<file path="src/rtl/config_pkg.sv">
`default_nettype none
// ============================================================================
// Module   : config_pkg
// Purpose  : Shared definitions for the config_reg SPI bridge: register map,
//            serial frame geometry and bridge state encoding.
// Revision : 1.0 - initial release
// ============================================================================
package config_pkg;

    // Register map of config_reg; the encoding is the 3-bit frame address.
    typedef enum logic [2:0] {
        adc0_reg       = 3'd0,
        adc1_reg       = 3'd1,
        adc2_reg       = 3'd2,
        adc3_reg       = 3'd3,
        analog_test    = 3'd4,
        digital_test   = 3'd5,
        amp_gain       = 3'd6,
        digital_config = 3'd7
    } register;

    // Frame geometry: rw | addr[2:0] | reserved[3:0] | data[15:0], MSB first.
    localparam int FRAME_BITS = 24;
    localparam int HDR_BITS   = 8;
    localparam int RSVD_MSB   = 19;
    localparam int RSVD_LSB   = 16;

    // Reserved field position relative to the 8-bit header.
    localparam int HDR_RSVD_MSB = RSVD_MSB - (FRAME_BITS - HDR_BITS);
    localparam int HDR_RSVD_LSB = RSVD_LSB - (FRAME_BITS - HDR_BITS);

    // Width of the per-frame rising-edge counter.
    localparam int CNT_W = $clog2(FRAME_BITS);

    // Bridge state machine encoding.
    typedef enum logic [2:0] {
        IDLE   = 3'd0,
        HEADER = 3'd1,
        FETCH  = 3'd2,
        DATA   = 3'd3,
        COMMIT = 3'd4,
        DRAIN  = 3'd5
    } state_e;

endpackage : config_pkg
`default_nettype wire

</file>
<file path="src/rtl/sync_edge_detect.sv">
`default_nettype none
// ============================================================================
// Module   : sync_edge_detect
// Purpose  : Multi-flop synchronizer for an asynchronous level, with
//            single-cycle rise/fall pulses derived from the synchronized value.
// Revision : 1.0 - initial release
// ============================================================================
module sync_edge_detect #(
    parameter int   SYNC_STAGES = 2,
    parameter logic RESET_VAL   = 1'b0
) (
    input  logic clk,
    input  logic reset,
    input  logic d,
    output logic q,
    output logic rise,
    output logic fall
);

    logic [SYNC_STAGES-1:0] sync_q, sync_d;
    logic                   prev_q, prev_d;

    // Shift the raw input into the synchronizer chain and remember the last output.
    always_comb begin
        sync_d = (sync_q << 1) | SYNC_STAGES'(d);
        prev_d = sync_q[SYNC_STAGES-1];
    end

    // Synchronizer and edge-history registers.
    always_ff @(posedge clk or negedge reset) begin
        if (!reset) begin
            sync_q <= {SYNC_STAGES{RESET_VAL}};
            prev_q <= RESET_VAL;
        end else begin
            sync_q <= sync_d;
            prev_q <= prev_d;
        end
    end

    assign q    = sync_q[SYNC_STAGES-1];
    assign rise =  q & ~prev_q;
    assign fall = ~q &  prev_q;

endmodule : sync_edge_detect
`default_nettype wire

</file>
<file path="src/rtl/config_spi_bridge.sv">
`default_nettype none
// ============================================================================
// Module   : config_spi_bridge
// Purpose  : SPI mode-0 slave, oversampled in the clk domain, that turns
//            24-bit frames into register writes/reads on config_reg.
// Revision : 1.0 - initial release
// ============================================================================
module config_spi_bridge
    import config_pkg::*;
#(
    parameter int ADDR_W      = 3,
    parameter int DATA_W      = 16,
    parameter int SYNC_STAGES = 2
) (
    input  logic              clk,
    input  logic              reset,
    input  logic              sclk,
    input  logic              cs_n,
    input  logic              mosi,
    output logic              miso,
    output logic              write,
    output logic [ADDR_W-1:0] address,
    output logic [DATA_W-1:0] data_in,
    input  logic [DATA_W-1:0] data_out,
    output logic              busy,
    output logic              frame_err
);

    // ------------------------------------------------------------------
    // Input synchronization
    // ------------------------------------------------------------------
    logic sclk_lvl_unused, sclk_rise, sclk_fall;
    logic cs_s, cs_rise, cs_fall;

    sync_edge_detect #(
        .SYNC_STAGES (SYNC_STAGES),
        .RESET_VAL   (1'b0)
    ) u_sclk_sync (
        .clk   (clk),
        .reset (reset),
        .d     (sclk),
        .q     (sclk_lvl_unused),
        .rise  (sclk_rise),
        .fall  (sclk_fall)
    );

    // cs_n resets to 0 so that a frame already in flight when reset releases
    // never shows up as a falling edge; only a fresh cs_n fall starts a frame.
    sync_edge_detect #(
        .SYNC_STAGES (SYNC_STAGES),
        .RESET_VAL   (1'b0)
    ) u_cs_sync (
        .clk   (clk),
        .reset (reset),
        .d     (cs_n),
        .q     (cs_s),
        .rise  (cs_rise),
        .fall  (cs_fall)
    );

    logic [SYNC_STAGES-1:0] mosi_sync_q, mosi_sync_d;
    logic                   mosi_s;

    // Plain level synchronizer for the data input.
    always_comb begin
        mosi_sync_d = (mosi_sync_q << 1) | SYNC_STAGES'(mosi);
    end

    // Data-input synchronizer registers.
    always_ff @(posedge clk or negedge reset) begin
        if (!reset) begin
            mosi_sync_q <= '0;
        end else begin
            mosi_sync_q <= mosi_sync_d;
        end
    end

    assign mosi_s = mosi_sync_q[SYNC_STAGES-1];

    // ------------------------------------------------------------------
    // Frame state machine
    // ------------------------------------------------------------------
    state_e              state_q, state_d;
    logic [CNT_W-1:0]    bit_cnt_q, bit_cnt_d;
    logic [HDR_BITS-2:0] hdr_q, hdr_d;
    logic [DATA_W-1:0]   sr_q, sr_d;
    logic                rw_q, rw_d;
    logic                fetch_ph_q, fetch_ph_d;
    logic [ADDR_W-1:0]   address_q, address_d;
    logic [DATA_W-1:0]   data_in_q, data_in_d;
    logic                miso_q, miso_d;
    logic                frame_err_q, frame_err_d;

    // Header and data word as they look including the bit arriving this cycle.
    logic [HDR_BITS-1:0] hdr_full;
    logic [DATA_W-1:0]   sr_shift_in;

    assign hdr_full    = {hdr_q, mosi_s};
    assign sr_shift_in = {sr_q[DATA_W-2:0], mosi_s};

    // Next-state, shift-register and output-register logic.
    always_comb begin
        state_d     = state_q;
        bit_cnt_d   = bit_cnt_q;
        hdr_d       = hdr_q;
        sr_d        = sr_q;
        rw_d        = rw_q;
        fetch_ph_d  = fetch_ph_q;
        address_d   = address_q;
        data_in_d   = data_in_q;
        miso_d      = miso_q;
        frame_err_d = 1'b0;

        case (state_q)
            IDLE: begin
                miso_d = 1'b0;
                if (cs_fall) begin
                    state_d   = HEADER;
                    bit_cnt_d = '0;
                    hdr_d     = '0;
                end
            end

            HEADER: begin
                if (cs_rise) begin
                    frame_err_d = 1'b1;
                    miso_d      = 1'b0;
                    state_d     = IDLE;
                end else if (sclk_rise) begin
                    hdr_d     = hdr_full[HDR_BITS-2:0];
                    bit_cnt_d = bit_cnt_q + CNT_W'(1);
                    if (bit_cnt_q == CNT_W'(HDR_BITS - 1)) begin
                        if (hdr_full[HDR_RSVD_MSB:HDR_RSVD_LSB] != '0) begin
                            frame_err_d = 1'b1;
                            state_d     = DRAIN;
                        end else begin
                            rw_d       = hdr_full[HDR_BITS-1];
                            address_d  = hdr_full[HDR_BITS-2 -: ADDR_W];
                            fetch_ph_d = 1'b0;
                            state_d    = hdr_full[HDR_BITS-1] ? DATA : FETCH;
                        end
                    end
                end
            end

            // Cycle 1 presents the address; cycle 2 captures the read data.
            FETCH: begin
                if (cs_rise) begin
                    frame_err_d = 1'b1;
                    miso_d      = 1'b0;
                    state_d     = IDLE;
                end else if (!fetch_ph_q) begin
                    fetch_ph_d = 1'b1;
                end else begin
                    sr_d    = data_out;
                    state_d = DATA;
                end
            end

            DATA: begin
                if (cs_rise) begin
                    frame_err_d = 1'b1;
                    miso_d      = 1'b0;
                    state_d     = IDLE;
                end else if (sclk_rise) begin
                    bit_cnt_d = bit_cnt_q + CNT_W'(1);
                    if (rw_q) begin
                        sr_d = sr_shift_in;
                    end
                    if (bit_cnt_q == CNT_W'(FRAME_BITS - 1)) begin
                        if (rw_q) begin
                            data_in_d = sr_shift_in;
                            state_d   = COMMIT;
                        end else begin
                            state_d   = DRAIN;
                        end
                    end
                end else if (sclk_fall && !rw_q) begin
                    miso_d = sr_q[DATA_W-1];
                    sr_d   = {sr_q[DATA_W-2:0], 1'b0};
                end
            end

            COMMIT: begin
                state_d = DRAIN;
            end

            // Last read bit stays on miso until the controller deselects.
            DRAIN: begin
                if (cs_s) begin
                    miso_d  = 1'b0;
                    state_d = IDLE;
                end
            end

            default: begin
                state_d = IDLE;
            end
        endcase
    end

    // State and datapath registers.
    always_ff @(posedge clk or negedge reset) begin
        if (!reset) begin
            state_q     <= IDLE;
            bit_cnt_q   <= '0;
            hdr_q       <= '0;
            sr_q        <= '0;
            rw_q        <= 1'b0;
            fetch_ph_q  <= 1'b0;
            address_q   <= '0;
            data_in_q   <= '0;
            miso_q      <= 1'b0;
            frame_err_q <= 1'b0;
        end else begin
            state_q     <= state_d;
            bit_cnt_q   <= bit_cnt_d;
            hdr_q       <= hdr_d;
            sr_q        <= sr_d;
            rw_q        <= rw_d;
            fetch_ph_q  <= fetch_ph_d;
            address_q   <= address_d;
            data_in_q   <= data_in_d;
            miso_q      <= miso_d;
            frame_err_q <= frame_err_d;
        end
    end

    assign miso      = miso_q;
    assign write     = (state_q == COMMIT);
    assign address   = address_q;
    assign data_in   = data_in_q;
    assign busy      = (state_q != IDLE);
    assign frame_err = frame_err_q;

endmodule : config_spi_bridge
`default_nettype wire

</file>
<file path="config.mk">
export PLATFORM = sky130hd
export DESIGN_NAME = config_spi_bridge
export DESIGN_NICKNAME = d
export VERILOG_FILES = /design/src/rtl/config_pkg.sv /design/src/rtl/sync_edge_detect.sv /design/src/rtl/config_spi_bridge.sv
export SDC_FILE = /design/constraint.sdc
export NUM_CORES = 1
export LEC_CHECK = 0
export ABC_AREA = 1
export ABC_CLOCK_PERIOD_IN_PS = 1300
export CORE_ASPECT_RATIO = 0.5
export CORE_MARGIN = 5
export CORE_UTILIZATION = 48
export CTS_CLUSTER_SIZE = 40
export DETAILED_ROUTE_END_ITERATION = 8
export GPL_TIMING_DRIVEN = 0
export PLACE_DENSITY = 0.79
export SLEW_MARGIN = 20
export SYNTH_ARGS = -nofsm -noshare
export SYNTH_HDL_FRONTEND = slang
export SYNTH_SLANG_ARGS = --single-unit
</file>
<file path="constraint.sdc">
create_clock -name clk -period 1.3 [get_ports clk]
set_input_delay 0.13 -clock clk [delete_from_list [all_inputs] [get_ports clk]]
set_output_delay 0.13 -clock clk [all_outputs]
set_load 0.005 [all_outputs]
</file>
==> metrics.txt, run 1 <==
run status finished with violations; failing checks negative setup slack; Max VDD drop 0.952 mV; clk_lat worst skew approximately 330 ps; I/O pins 44; Final Max Tran Viols 0; Overflow after GRT 0; fill cell count around 330; Arr. time, crit path 1820 ps; CP Max Fanout 5; relative slew slack 66.9%; Post-synth EDFFs 0; worst path required time 1550 ps; Seq/Total Area, Yosys a little over half; Die Y 64.5 um; Final setup viols 56; most frequent cells after synthesis nand2_1 (146), dfrtp_1 (62), o21ai_0 (45), inv_1 (34), nor2_1 (14); DRC Markers 0; CP endpoint kind flop; gpl congestion approximately 0.86; gr usage total 23.9%; Tcrit/Tclk final 120%; cell area after synthesis about 2900 sq um; detailed-placement wirelength estimate 4650 um; layout cell share with drive strength beyond 1 approximately 36%; Setup WS post-layout -265 ps; post-layout min period 1570 ps; Cells after DPL 473; CTS tree built; Port Buf Inserts 43; ys async rst share 100%; vias a little under 3000; Yosys cell types 29; Int Pwr 5.41 mW; WL/cell 17.6 um; cts bufs inserted 9; top cells by area, synth dfrtp_1 (54%), nand2_1 (19%), o21ai_0 (7.9%); critical path type reg -> reg; fmax 639 MHz; Worst Hold End mosi_sync_q[0]; DR vias/cell 5.53; Post-Layout Cell Count 532; pwr dens ~2000 nW/um^2; Nets 476; Setup WS pre-CTS -310 ps; vias in the first global route 2923; root buf cell clkbuf_16; R2R setup slack -270 ps; worst r2r src state_q[2]; worst slew pin tran 495 ps; Worst-path clk slew 50 ps; Min-Delay Startpoint mosi; WHS Path Cells 1; Area growth syn-to-layout 56.6%; Initial Utilization between 50% and 60%; H-tree lvl count 3; largest area contributor in the netlist dfrtp_1; wirelength, routed 9390 um; sw frac between 40% and 50%; row count 19; diode count 0; Syn Nets between 300 and 400; Synth top area share a little over half; synth warn 0; worst hold slack between 200 and 300 ps; die width 119 um; Final ANT Viol Nets 0; Clk network pwr share between 20% and 30%; power share of the combinational group 43.9%; count leader, synth nand2_1; CORE AREA ~5600 sq um; Final Hold Viols 0; Reg power frac 29.6%; RSZ-0062 raised after global routing yes; Main synth FF type dfrtp_1; max_cap viols 0; cell count after synthesis 356; Static Leak between 2 and 2.5 nW; Clock Skew 8.76 ps; net switching power between 3 and 4 mW; Post-Syn Area per Cell 8.01 sq um; worst reg2reg path endpoint hdr_q[6]; Clock Tree Buf Depth 2; Hold Crit Class in -> reg; crit start category flop; TNS Setup -11120 ps; initial antenna violation count 0; first-pass GRT wire length about 14000 um; First DRT Iteration DRCs 309; First-pass DRT Iterations 6; Seq cells post-synth 62; clk sinks between 60 and 70; worst reg-to-reg path cell count 8; Post-Route Utilization between 70% and 80%; largest net degree at the start of global routing 33; Die ar. 7680 sq um
-- worst max path at each step --
stage / startpoint / to / slack, ps / depth (start not counted)
6_report: state_q[2] / hdr_q[6] / -270 / 8
5_1_grt: state_q[0] / bit_cnt_q[2] / -340 / 8
4_1_cts: bit_cnt_q[0] / rw_q / -160 / 8
3_5_place_dp: state_q[0] / rw_q / -310 / 7
3_3_place_gp: reset / state_q[2] / -1980 / 1
2_1_floorplan: state_q[2] / sr_q[10] / -60 / 10
-- area by class of cell --
cell class | instances | area [sq um] | share of cell area, %
buffer | 9 | 88.8 | 1.99
clock inverter | 6 | 71.3 | 1.60
timing repair buffer | 87 | 801 | 17.9
tap | 73 | 91.3 | 2.05
clock buffer | 10 | 229 | 5.13
multi-input combinational | 248 | 1480 | 33.1
inverter | 37 | 149 | 3.33
sequential | 62 | 1560 | 34.8
-- what timing repair did --
action / CTS / global route
pin swaps: 32 / 20
hold endpoints to repair: 30 / 0
setup buffers: 33 / 4
gates cloned: 5 / 0
hold buffers: 1 / 0
endpoints found under the setup margin: 76 / 56
resized for setup: 114 / 47
-- placed cells by master (no fill, tap or decap), drive strengths merged, types with 15 or more instances in the layout --
cell / synthesis / routed
dlygate4sd2: 0 / 20
nand2: 147 / 147
nand3: 15 / 15
dfrtp: 62 / 62
inv: 37 / 38
buf: 5 / 49
nor2: 18 / 18
clkbuf: 4 / 16
o21ai: 52 / 52
clkdlybuf4s50: 0 / 20
-- power groups by stage --
stage                     Clock, mW  Combinational [mW]  Sequential (mW)
final                          2.39                3.96             2.67
after global placement            0                2.20             2.62
after floorplan                   0                1.69             2.58
after CTS                      2.40                3.26             2.61
after detailed placement          0                2.27             2.64
after global routing           2.52                4.21             2.71
-- per-stage QoR --
step	total power [mW]	area [sq um]
finish	9.02	4470
global route	9.43	4470
CTS	8.27	4280
detailed placement	4.91	3460
global placement	4.82	3440
floorplan	4.26	2920
-- sequential cells by signal, summed over array words and instances, names as in the netlist --
register	count
data_in	16
sr_q	16
hdr_q	7
bit_cnt_q	5
address	3
state_q	3
mosi_sync_q	2
u_cs_sync.sync_q	2
u_sclk_sync.sync_q	2
fetch_ph_q	1
frame_err	1
miso	1
rw_q	1
u_cs_sync.prev_q	1
u_sclk_sync.prev_q	1
-- critical path, stage by stage (launching register included) --
cell	delay, ps
dfrtp_2	460
inv_4	130
nand2_4	90
nor2_4	120
nand2_1	110
nand2_2	120
nand4_1	110
buf_4	200
o21ai_1	140
-- routing by layer --
layer	track usage (%)	wire, um
met4	11.0	383
met3	6.69	677
met2	40.9	4550
met1	28.4	3770
met5	0	0
-- cell families after synthesis --
family	after synthesis	share of synthesized area, %
simple gates	187	27.4
flops	62	54.4
compound gates	58	10.5
buf+inv	46	6.63
xor+xnor	2	0.614
fa+ha+maj	1	0.439
Power figures use the tool's default switching activity.
==> run 2, diff against run 1 <==
ABC_AREA = not set   (was 1)
MAX_ROUTING_LAYER = met4   (was not set)
==> run 2 against run 1 <==
Net effect:
- the run still ends with negative setup slack left
- synthesized cell count down 38%
- critical path depth is 3 lower
- count of clock-buffer cells in the layout is 1 higher
- cell area rose by 8.8%
- clock skew up 0.80 ps
- sequential cell count unchanged
- die area increased by 0.61%
- sequential share of layout area down 2.7 points
- highest routed layer unchanged
==> metrics.txt, run 2 <==
top cells by area, synth dfrtp_1 (54%), mux2_2 (13%), mux2_1 (5.5%); Synth top area share 54.0% (-0.38 points); Post-Layout Cell Count 408 (-23%); relative slew slack 75.6% (+8.7 points); fmax 550 MHz (-14%); Setup WS post-layout -517 ps (-252 ps); CTS tree built; Seq/Total Area, Yosys 54.0% (-0.38 points); Final setup viols 56 (unchanged); DR vias/cell 6.03 (+8.9%); vias 2459 (-16%); Syn Nets 242 (-36%); worst path required time 1530 ps (-20 ps); failing checks negative setup slack; CORE AREA 5630 sq um (+0.42%); ys async rst share 100% (unchanged); worst slew pin tran 367 ps (-128 ps); First DRT Iteration DRCs 236 (-24%); most common cell after layout, fill and taps aside dfrtp_1; gr usage total 24.7% (+0.87 points); Post-synth EDFFs 0 (unchanged); first-pass GRT wire length 14100 um (-1.7%); Final ANT Viol Nets 0 (unchanged); clk sinks 62 (unchanged); CP endpoint kind flop; Final Max Tran Viols 0 (unchanged); Cells after DPL 337 (-29%); Final Hold Viols 0 (unchanged); Clock Tree Buf Depth 2 (unchanged); Nets 353 (-26%); RSZ-0062 raised after global routing yes; Area growth syn-to-layout 69.2%; cell count after synthesis 220 (-38%); run status finished with violations; pwr dens 1900 nW/um^2 (-6.2%); die width 119 um (+0.32%); Arr. time, crit path 2040 ps (+220 ps); commonest non-fill, non-tap cells in the layout dfrtp_1 (53), mux2_4 (39), buf_4 (34); H-tree lvl count 3 (unchanged); initial antenna violation count 0 (unchanged); Die Y 64.7 um (+0.29%); WL/cell 24.8 um (+40%); post-layout min period 1820 ps (+252 ps); CP Max Fanout 4 (-1); Post-Route Utilization 86.3% (+6.7 points); critical path type reg -> reg; max_cap viols 0 (unchanged); Yosys cell types 44 (+52%); Main synth FF type dfrtp_1; worst hold slack 233 ps (-19.5 ps); cts bufs inserted 9 (unchanged); DRC Markers 0 (unchanged); Hold Crit Class in -> reg; Seq cells post-synth 62 (unchanged); synth warn 0 (unchanged); most frequent cells after synthesis dfrtp_1 (62), mux2_2 (34), mux2_1 (14), nand2_1 (12); Max VDD drop 1.29 mV (+35%); root buf cell clkbuf_16; I/O pins 44 (unchanged); clk_lat worst skew 340 ps (about the same); Tcrit/Tclk final 140% (+19 points); crit start category flop; Initial Utilization 51.0% (+0.14 points); layout cell share with drive strength beyond 1 57.6% (+22 points); Static Leak 2.37 nW (+4.5%); Port Buf Inserts 43 (unchanged); First-pass DRT Iterations 4 (-2); largest area contributor in the netlist dfrtp_1; Die ar. 7720 sq um (+0.61%); cell area after synthesis 2870 sq um (+0.70%); detailed-placement wirelength estimate 4430 um (-4.7%); largest net degree at the start of global routing 40 (+21%); total power 9.21 mW (+2.1%); Clock Skew 9.55 ps (+0.799 ps); Post-Syn Area per Cell 13.1 sq um (+63%); wirelength, routed 10100 um (+7.7%); vias in the first global route 2554 (-13%); gpl congestion 0.918 (+7.4%); row count 19 (unchanged); diode count 0 (unchanged); Worst-path clk slew 60 ps (about the same); count leader, synth dfrtp_1; Overflow after GRT 0 (unchanged)
-- run 2: per-stage QoR --
step | TNS [ps] | worst slack, ps | cell area [sq um]
after CTS | -18200 | -549 | 4600
after detailed placement | -21930 | -672 | 3610
after global routing | -25640 | -544 | 4860
after global placement | -130000 | -1750 | 3600
final | -23320 | -517 | 4860
after floorplan | -11660 | -466 | 3080
-- run 2: worst paths after layout --
| check | start | endpoint | slack (ps) | cells after the start |
|---|---|---|---|---|
| max reg2reg | bit_cnt_q[0] | state_q[0] | -520 | 5 |
| max in group asynchronous | reset | u_sclk_sync.sync_q[1] | 520 | 3 |
| min | cs_n | u_cs_sync.sync_q[0] | 230 | 1 |
| min in group asynchronous | reset | state_q[0] | 240 | 2 |
| max | bit_cnt_q[0] | state_q[0] | -520 | 5 |
| min reg2reg | u_cs_sync.sync_q[0] | u_cs_sync.sync_q[1] | 340 | 0 |
-- run 2: critical path, stage by stage (launching register included) --
cell      delay, ps
dfrtp_1         410
ha_4            210
nand2_4          70
or3_4           370
a211oi_4        300
mux2_4          330
-- run 2: cell type report --
| type | count | area [sq um] |
|---|---|---|
| Buffer | 8 | 114 |
| Timing Repair Buffer | 102 | 1030 |
| Clock inverter | 4 | 95.1 |
| Multi-Input combinational cell | 146 | 1710 |
| Fill cell | 227 | 774 |
| Clock buffer | 11 | 243 |
| Sequential cell | 62 | 1560 |
| Inverter | 2 | 13.8 |
| Tap cell | 73 | 91.3 |
-- run 2: kinds of logic after synthesis --
| kind of cell | Yosys count | synth area share (%) |
|---|---|---|
| mux | 54 | 21.6 |
| simple gates | 56 | 12.4 |
| fa+ha+maj | 1 | 0.436 |
| buf+inv | 12 | 2.05 |
| compound gates | 35 | 9.46 |
| flops | 62 | 54.0 |
-- run 2: power breakdown --
part           switching [mW]  internal [mW]  total (mW)  leakage (nW)
combinational            1.64           2.02        3.66          1.41
sequential              0.424           2.34        2.76         0.793
clock                   0.875           1.91        2.79         0.166
-- run 2: timing repair --
action	CTS	global route
pin swaps	28	17
endpoints found under the setup margin	76	57
cloned	3	1
setup buffers	39	19
resized for setup	106	35
hold buffers	1	0
hold endpoints to repair	23	0
-- run 2: metal layers --
layer  vias to the layer above  part of all wire, %  GRT usage [%]
li1                       1038                    -              -
met1                      1277                   42           28.9
met2                       114                   49           40.5
met3                        30                  5.6           7.38
met4                         0                  3.5           10.3
met5                         -                    0              -
==> run 3, diff against run 2 <==
PLACE_DENSITY = 0.75   (was 0.79)
==> run 3 against run 2 <==
Net effect:
- the flow still finishes with violations (negative setup slack)
- total power shrank 14%
- critical path depth stayed put
- clock skew is essentially flat
- non-clock buffer count decreased by 25
- cell count is 5.9% lower
- sequential cell count stayed put
- maximum frequency grew 2.4%
- utilization down 7.6 points
- worst hold slack got worse by 58 ps
==> metrics.txt, run 3 (synthesis results as in run 2) <==
vias 2151 (-13%); worst reg-to-reg path cell count 5 (unchanged); I/O pins 44 (unchanged); Final setup viols 55 (-1.8%); Final ANT Viol Nets 0 (unchanged); TNS Setup -19200 ps (+4120 ps); worst reg2reg path endpoint state_q[0]; most common cell after layout, fill and taps aside dfrtp_1; worst slew pin tran 345 ps (-21.5 ps); Tcrit/Tclk final 137% (-3.2 points); Port Buf Inserts 43 (unchanged); Post-Route Utilization 78.7% (-7.6 points); Setup WS post-layout -475 ps (+41.9 ps); Die ar. 7720 sq um (unchanged); CP Capture Point state_q[0]; R2R setup slack -470 ps (+40 ps); Overflow after GRT 0 (unchanged); relative slew slack 77.0% (+1.4 points); WL/cell 19.2 um (-22%); first-pass GRT wire length 12100 um (-14%); pwr dens 1800 nW/um^2 (-5.2%); Nets 328 (-7.1%); gr usage total 21.3% (-3.4 points); worst r2r src bit_cnt_q[1]; clk_lat worst skew 330 ps (about the same); die width 119 um (unchanged); detailed-placement wirelength estimate 4210 um (-4.9%); clk sinks 62 (unchanged); Final Hold Viols 0 (unchanged); RSZ-0062 raised after global routing yes; Static Leak 2.16 nW (-9.1%); diode count 0 (unchanged); CP endpoint kind flop; initial antenna violation count 0 (unchanged); crit path launch bit_cnt_q[1]; Initial Utilization 51.0% (unchanged); wirelength, routed 7380 um (-27%); worst path required time 1520 ps (about the same); Final Max Tran Viols 0 (unchanged); Worst-path clk slew 50 ps (about the same); DR vias/cell 5.60 (-7.1%); root buf cell clkbuf_16; CP Max Fanout 4 (unchanged); DRC Markers 0 (unchanged); vias in the first global route 2233 (-13%); failing checks negative setup slack; CTS tree built; post-layout min period 1770 ps (-41.9 ps); Hold Crit Class in -> async; gpl congestion 0.900 (-2.0%); Clock Tree Buf Depth 2 (unchanged); Max VDD drop 1.22 mV (-4.9%); largest net degree at the start of global routing 55 (+38%); CORE AREA 5630 sq um (unchanged); commonest non-fill, non-tap cells in the layout dfrtp_1 (59), mux2_4 (36), dlygate4sd2_1 (21); layout cell share with drive strength beyond 1 47.9% (-9.7 points); Area growth syn-to-layout 54.4%; post-route cell area 4430 sq um (-8.8%); First DRT Iteration DRCs 270 (+14%); critical path type reg -> reg; max_cap viols 0 (unchanged); Cell Area, Placed 3620 sq um (+0.21%); fmax 563 MHz (+2.4%); Die Y 64.7 um (unchanged); row count 19 (unchanged); cts bufs inserted 9 (unchanged); First-pass DRT Iterations 4 (unchanged); crit start category flop; H-tree lvl count 3 (unchanged); Arr. time, crit path 1990 ps (-50 ps); run status finished with violations; Clock Skew 9.25 ps (-0.301 ps)
-- run 3: worst max-delay path, stage by stage (launching register included) --
cell,delay (ps)
dfrtp_1,400
ha_4,190
nor4bb_4,370
a221oi_2,140
a211oi_4,240
mux2_4,330
-- run 3: power by group --
group          switching [mW]  internal [mW]  total, mW
sequential              0.367           2.33       2.70
clock                   0.828           1.44       2.27
combinational            1.33           1.68       3.00
-- run 3: final cells by class --
type                            instances  area (sq um)
Buffer                                  9           105
Sequential cell                        62          1560
Fill cell                             337          1200
Tap cell                               73          91.3
Clock buffer                           13           270
Timing Repair Buffer                   76           743
Inverter                                2          7.51
Multi-Input combinational cell        146          1640
Clock inverter                          3          17.5
-- run 3: worst min path at each step --
stage / start / to / slack [ps] / cells after the start
after floorplan: reset / address[0] / -170 / 0
after global placement: u_cs_sync.sync_q[0] / u_cs_sync.sync_q[1] / 330 / 0
after detailed placement: reset / data_in[5] / -30 / 1
after CTS: reset / sr_q[7] / 170 / 2
after global routing: reset / sr_q[7] / 200 / 2
final: reset / sr_q[5] / 170 / 2
-- run 3: layer usage --
| layer | global-route usage, % | up-vias | part of all wire [%] | wire, um |
|---|---|---|---|---|
| met4 | 7.70 | 0 | 1.9 | 142 |
| met5 | - | - | 0 | 0 |
| li1 | - | 998 | - | - |
| met3 | 5.73 | 12 | 4.7 | 350 |
| met2 | 33.1 | 56 | 49 | 3600 |
| met1 | 27.2 | 1085 | 45 | 3290 |
-- run 3: what timing repair did --
item / 4_1_cts / 5_1_grt
hold endpoints to repair: 62 / 0
buffers inserted: 24 / 6
setup endpoints to repair: 76 / 56
pin swaps: 25 / 10
hold buffers: 1 / 0
gates resized for setup: 77 / 21
cloned: 1 / 0
-- run 3: through the flow --
stage	worst slack, ps	hold WS [ps]	std cells	power [mW]
after floorplan	-466	-166	220	4.19
after global placement	-1800	334	336	4.67
after detailed placement	-654	-27.6	337	4.75
after CTS	-567	167	379	7.67
after global routing	-523	202	384	8.35
final	-475	175	384	7.96
